$ cat src/rtl/ofdm_pkg.sv
// Shared OFDM receiver definitions: default symbol geometry, sample width and
// the cyclic-prefix remover FSM encoding.
package ofdm_pkg;

  localparam int unsigned NFFT_DEF = 256;
  localparam int unsigned NCP_DEF  = 64;
  localparam int unsigned SAMPLE_W = 32;

  typedef enum logic [1:0] {
    StIdle  = 2'd0,
    StRun   = 2'd1,
    StDrain = 2'd2
  } cp_state_e;

endpackage

$ cat src/rtl/cp_fifo.sv
// Synchronous show-ahead FIFO: rdata_o always presents the head entry while not empty.
// Depth is 2**AddrW; pushes while full and pops while empty are ignored.
module cp_fifo #(
  parameter int unsigned Width = 32,
  parameter int unsigned AddrW = 3
) (
  input  logic             clk_i,
  input  logic             rst_i,
  input  logic             push_i,
  input  logic [Width-1:0] wdata_i,
  input  logic             pop_i,
  output logic [Width-1:0] rdata_o,
  output logic             full_o,
  output logic             empty_o
);

  localparam int unsigned Depth = 2 ** AddrW;
  localparam logic [AddrW:0] PtrOne = {{AddrW{1'b0}}, 1'b1};

  logic [Width-1:0] mem_q [Depth];
  logic [AddrW:0]   wr_ptr_q, wr_ptr_d;
  logic [AddrW:0]   rd_ptr_q, rd_ptr_d;
  logic             do_push, do_pop;

  // Extra pointer MSB distinguishes full from empty when the indices match.
  assign empty_o = (wr_ptr_q == rd_ptr_q);
  assign full_o  = (wr_ptr_q[AddrW] != rd_ptr_q[AddrW]) &&
                   (wr_ptr_q[AddrW-1:0] == rd_ptr_q[AddrW-1:0]);
  assign do_push = push_i & ~full_o;
  assign do_pop  = pop_i & ~empty_o;
  assign rdata_o = mem_q[rd_ptr_q[AddrW-1:0]];

  always_comb begin
    wr_ptr_d = wr_ptr_q;
    rd_ptr_d = rd_ptr_q;
    if (do_push) wr_ptr_d = wr_ptr_q + PtrOne;
    if (do_pop)  rd_ptr_d = rd_ptr_q + PtrOne;
  end

  always_ff @(posedge clk_i) begin
    if (do_push) mem_q[wr_ptr_q[AddrW-1:0]] <= wdata_i;
  end

  always_ff @(posedge clk_i) begin
    if (rst_i) begin
      wr_ptr_q <= '0;
      rd_ptr_q <= '0;
    end else begin
      wr_ptr_q <= wr_ptr_d;
      rd_ptr_q <= rd_ptr_d;
    end
  end

endmodule

$ cat src/rtl/cp_remove.sv
// Cyclic-prefix remover: drops the first NCP samples of each symbol and forwards the
// NFFT useful samples through a skid FIFO. Optional SOF_O flag under CP_REMOVE_SOF_EN.
module cp_remove
  import ofdm_pkg::*;
#(
  parameter int unsigned NFFT    = NFFT_DEF,
  parameter int unsigned NCP     = NCP_DEF,
  parameter int unsigned FIFO_AW = 3
) (
  input  logic                CLK_I,
  input  logic                RST_I,
  input  logic [SAMPLE_W-1:0] DAT_I,
  input  logic                CYC_I,
  input  logic                STB_I,
  output logic                ACK_O,
  output logic [SAMPLE_W-1:0] DAT_O,
  output logic                CYC_O,
  output logic                STB_O,
  output logic                WE_O,
`ifdef CP_REMOVE_SOF_EN
  output logic                SOF_O,
`endif
  input  logic                ACK_I
);

  localparam int unsigned CntW = $clog2(NCP + NFFT);
  localparam logic [CntW-1:0] NcpC   = CntW'(NCP);
  localparam logic [CntW-1:0] LastC  = CntW'(NCP + NFFT - 1);
  localparam logic [CntW-1:0] CntOne = CntW'(1);
`ifdef CP_REMOVE_SOF_EN
  localparam int unsigned FifoW = SAMPLE_W + 1;
`else
  localparam int unsigned FifoW = SAMPLE_W;
`endif

  cp_state_e       state_q, state_d;
  logic [CntW-1:0] smp_cnt_q, smp_cnt_d;
  logic [15:0]     sym_cnt_q, sym_cnt_d;
  logic            cyc_q, cyc_d;

  logic             in_cp, ack, push, pop;
  logic             fifo_full, fifo_empty;
  logic [FifoW-1:0] fifo_wdata, fifo_rdata;

  always_comb begin
    state_d   = state_q;
    smp_cnt_d = smp_cnt_q;
    sym_cnt_d = sym_cnt_q;
    cyc_d     = cyc_q;
    in_cp     = (smp_cnt_q < NcpC);
    ack       = 1'b0;
    push      = 1'b0;
    unique case (state_q)
      StIdle: begin
        if (CYC_I) begin
          state_d   = StRun;
          smp_cnt_d = '0;
          sym_cnt_d = '0;
        end
      end
      StRun: begin
        ack  = CYC_I & STB_I & (in_cp | ~fifo_full);
        push = ack & ~in_cp;
        if (ack) begin
          if (smp_cnt_q == LastC) begin
            smp_cnt_d = '0;
            sym_cnt_d = sym_cnt_q + 16'd1;
          end else begin
            smp_cnt_d = smp_cnt_q + CntOne;
          end
        end
        if (push) cyc_d = 1'b1;
        if (!CYC_I) state_d = StDrain;
      end
      StDrain: begin
        if (fifo_empty) begin
          state_d = StIdle;
          cyc_d   = 1'b0;
        end
      end
      default: state_d = StIdle;
    endcase
  end

  always_ff @(posedge CLK_I) begin
    if (RST_I) begin
      state_q   <= StIdle;
      smp_cnt_q <= '0;
      sym_cnt_q <= '0;
      cyc_q     <= 1'b0;
    end else begin
      state_q   <= state_d;
      smp_cnt_q <= smp_cnt_d;
      sym_cnt_q <= sym_cnt_d;
      cyc_q     <= cyc_d;
    end
  end

  // The symbol count may only advance when the sample counter wraps.
  always_ff @(posedge CLK_I) begin
    if (!RST_I && state_q == StRun && sym_cnt_d != sym_cnt_q) begin
      assert (smp_cnt_q == LastC);
    end
  end

`ifdef CP_REMOVE_SOF_EN
  assign fifo_wdata = {(smp_cnt_q == NcpC), DAT_I};
  assign SOF_O      = ~fifo_empty & fifo_rdata[SAMPLE_W];
`else
  assign fifo_wdata = DAT_I;
`endif

  assign pop = ~fifo_empty & ACK_I;

  cp_fifo #(
    .Width (FifoW),
    .AddrW (FIFO_AW)
  ) u_fifo (
    .clk_i   (CLK_I),
    .rst_i   (RST_I),
    .push_i  (push),
    .wdata_i (fifo_wdata),
    .pop_i   (pop),
    .rdata_o (fifo_rdata),
    .full_o  (fifo_full),
    .empty_o (fifo_empty)
  );

  assign ACK_O = ack;
  assign STB_O = ~fifo_empty;
  assign DAT_O = fifo_empty ? '0 : fifo_rdata[SAMPLE_W-1:0];
  assign CYC_O = cyc_q;
  assign WE_O  = cyc_q;

endmodule

$ cat config.mk
export PLATFORM = sky130hd
export DESIGN_NAME = cp_remove
export DESIGN_NICKNAME = d
export VERILOG_FILES = /design/src/rtl/ofdm_pkg.sv /design/src/rtl/cp_fifo.sv /design/src/rtl/cp_remove.sv
export SDC_FILE = /design/constraint.sdc
export NUM_CORES = 1
export LEC_CHECK = 0
export CELL_PAD_IN_SITES_DETAIL_PLACEMENT = 1
export CELL_PAD_IN_SITES_GLOBAL_PLACEMENT = 1
export CORE_MARGIN = 2
export CORE_UTILIZATION = 40
export DETAILED_ROUTE_END_ITERATION = 10
export GPL_TIMING_DRIVEN = 1
export PLACE_DENSITY_LB_ADDON = 0.1
export REMOVE_ABC_BUFFERS = 1
export SLEW_MARGIN = 20
export SYNTH_ARGS = -nofsm -noshare
export SYNTH_HDL_FRONTEND = slang
export SYNTH_SLANG_ARGS = --single-unit
$ cat constraint.sdc
create_clock -name CLK_I -period 5.7 [get_ports CLK_I]
set_input_delay 0.855 -clock CLK_I [delete_from_list [all_inputs] [get_ports CLK_I]]
set_output_delay 0.855 -clock CLK_I [all_outputs]
set_load 0.05 [all_outputs]
==> flow_metrics.py <==
metrics = {
    "placed_design": {
        "place.gp.congestion": 0.7271,
        "place_inst": 950,
        "port_buffers": 72,
        "post-dp-hpwl_um": 13120,
    },
    "grt": {
        "grt_use_total": 0.1682,
        "grt_pass1_wl_um": 36450,
        "grt_start_max_net_pins": 65,
        "grt.overflow.total": 0,
        "grt_pass1_vias": 5992,
        "antenna_found_initial": 1,
    },
    "detailed_routing": {
        "wirelength_um": 23400,
        "drc_errors": 0,
        "num_vias": 5383,
        "ant_nets": 0,
        "firstDrtPassIters": 4,
        "wire_per_inst_um": 23.35,
        "viasPerCell": 5.372,
        "first_iter_violations": 424,
    },
    "floorplanning": {
        "die-height_um": 169.3,
        "dieArea_um2": 28660,
        "die_x_um": 169.3,
        "rows": 60,
        "initial_core_util": 0.4066,
        "ios": 73,
        "core_region_area_um2": 26880,
    },
    "synthesis": {
        "synth.avg_cell_area_um2": 19.87,
        "synth_top_area_frac": 0.7035,
        "yosysUniqueCellTypes": 51,
        "synth_common_cells": "edfxtp_1 (256), mux4_2 (64), nor2_1 (45)",
        "synthFlopType": "edfxtp_1",
        "yosysWarnings": 0,
        "synth_most_common_cell": "edfxtp_1",
        "ys_ff_latch": 279,
        "synth_area_leaders": "edfxtp_1 (70%), mux4_2 (13%), dfxtp_1 (4.2%), mux2i_1 (3.1%), nor2_1 (1.5%)",
        "synth_area_um2": 10930,
        "synthArstFlopShare": 0,
        "synthCells": 550,
        "synth_edf_count": 256,
        "yosysSeqAreaShare": 0.7457,
        "synth.largest_area_cell": "edfxtp_1",
    },
    "job": {
        "drv_cap": 0,
    },
    "power": {
        "total_power_mw": 4.032,
        "max-vdd-ir-drop_mv": 0.1839,
        "p_leak_nw": 3.927,
        "p_per_area_nw_per_um2": 310.5,
    },
    "timing": {
        "slew_headroom": 0.3059,
        "fin_skew_ps": 8.555,
        "setup_violations": 0,
        "hold_viol_final": 0,
        "fin_setup_tns_ps": 0,
        "finalCritPeriodShare": 0.7473,
        "min_period_ps": 4260,
        "rsz0062_at_grt": "false",
        "drv_slew": 0,
        "max_freq_mhz": 234.8,
        "tightest_slew_ps": 1041,
    },
    "cts": {
        "hold_buffers": 0,
        "cts_resized": 0,
        "clock_path_buffers": 3,
        "clk_latency_ps": 550,
        "post-cts-setup-buffer-count": 0,
        "clkSinkCount": 279,
        "numCtsBuffers": 30,
        "cts_tree": "yes",
        "h-tree-depth": 1,
        "clkTransAtPathRegs_ps": 60,
        "cts-root-buf": "clkbuf_16",
    },
    "setup_path": {
        "required_ps": 4850,
        "worst_setup_path_end_kind": "output pin",
        "crit_type": "reg -> out",
        "start_kind": "register",
        "path_max_fanout": 40,
        "cp.arrival_ps": 3400,
    },
    "final_layout": {
        "n_antenna_cell": 0,
        "syn2layout_area_growth_pct": 18.83,
        "fin_cells": 1002,
        "fill_cells": 2479,
        "drive_gt1_frac": 0.2209,
        "nNetsFinal": 681,
        "utilization": 0.4831,
    },
    "hold_path": {
        "min_path_type": "reg -> reg",
    },
    "run_status": {
        "status": "finished clean",
    },
}
==> state kept, by name, indices dropped and copies added, names as in the netlist, named ones only <==
name	cells
u_fifo.mem_q	256
smp_cnt_q	9
u_fifo.rd_ptr_q	4
u_fifo.wr_ptr_q	4
state_q	2
CYC_O	1
==> path summary, 6_finish.rpt <==
check / endpoint / slack, ps / start / cells past startpoint
max: DAT_O[31] / 1440 / register / 5
min: CYC_O$_SDFFE_PP0P_ / 480 / CYC_O$_SDFFE_PP0P_ / 2
max reg2reg: u_fifo.mem_q[5][27]$_DFFE_PP_ / 2880 / u_fifo.wr_ptr_q[0]$_SDFFE_PP0P_ / 7
min reg2reg: CYC_O$_SDFFE_PP0P_ / 480 / CYC_O$_SDFFE_PP0P_ / 2
==> per-stage QoR <==
step / hold slack (ps) / worst slack (ps) / area [um2]
floorplan: 456.4 / 174.9 / 10790
global placement: 473.9 / 1916 / 12110
detailed placement: 483.9 / 1900 / 12110
CTS: 491.4 / 1294 / 12980
global route: 529.5 / 1138 / 12980
finish: 484.1 / 1440 / 12980
==> layout make-up <==
cell class              instances  area [um2]  area share
repair buffers                 88       853.3     0.06572
clock inverters                12       60.06    0.004626
clock buffers                  40       809.5     0.06235
well taps                     341       426.7     0.03286
flip-flops and latches        279        8157      0.6282
inverters                       3       11.26   0.0008673
multi-input cells             239        2666      0.2054
==> where the power goes <==
group | internal (mW) | total [mW] | switching [mW] | leakage, nW
Combinational | 0.0252 | 0.0600 | 0.0348 | 1.01
Sequential | 2.23 | 2.23 | 0.00123 | 2.49
Clock | 0.987 | 1.74 | 0.753 | 0.433
Total | 3.24 | 4.03 | 0.789 | 3.93
==> routing by layer <==
metal,routed length [um],vias to the layer above,GRT usage,part of all wire
met2,11570,93,0.2815,0.49
met4,330,0,0.03716,0.014
met1,10590,2853,0.2315,0.45
met5,0,-,0,0
li1,-,2409,-,-
met3,905,28,0.03125,0.039
==> cell families after synthesis <==
family	synth area share
buffers and inverters	0.01397
adders and majority gates	0.003436
AOI/OAI and AO/OA	0.01626
muxes	0.1651
xor gates and xnor gates	0.005611
DFF	0.7457
and+or+nand+nor	0.04993
==> placed cells by master, fill, tap and decap left out, types with 3 or more instances in the layout <==
cell,count
clkbuf_1,9
clkinv_1,3
o21ai_0,3
clkinv_2,8
nor3_1,3
inv_1,3
mux4_2,64
edfxtp_1,256
buf_4,15
clkbuf_16,31
a31oi_1,4
clkdlybuf4s50_1,72
xnor2_1,5
a21oi_1,12
nor2_1,45
dfxtp_1,20
ha_1,3
mux2i_1,34
nand3_1,6
nand2_1,15
==> critical path: stages, from the launching register on <==
cell,delay [ps]
dfxtp_4,890
buf_4,420
mux4_2,550
mux2i_1,180
nor2_1,60
clkdlybuf4s50_1,740
No activity file was read; power rests on OpenSTA's default activity.
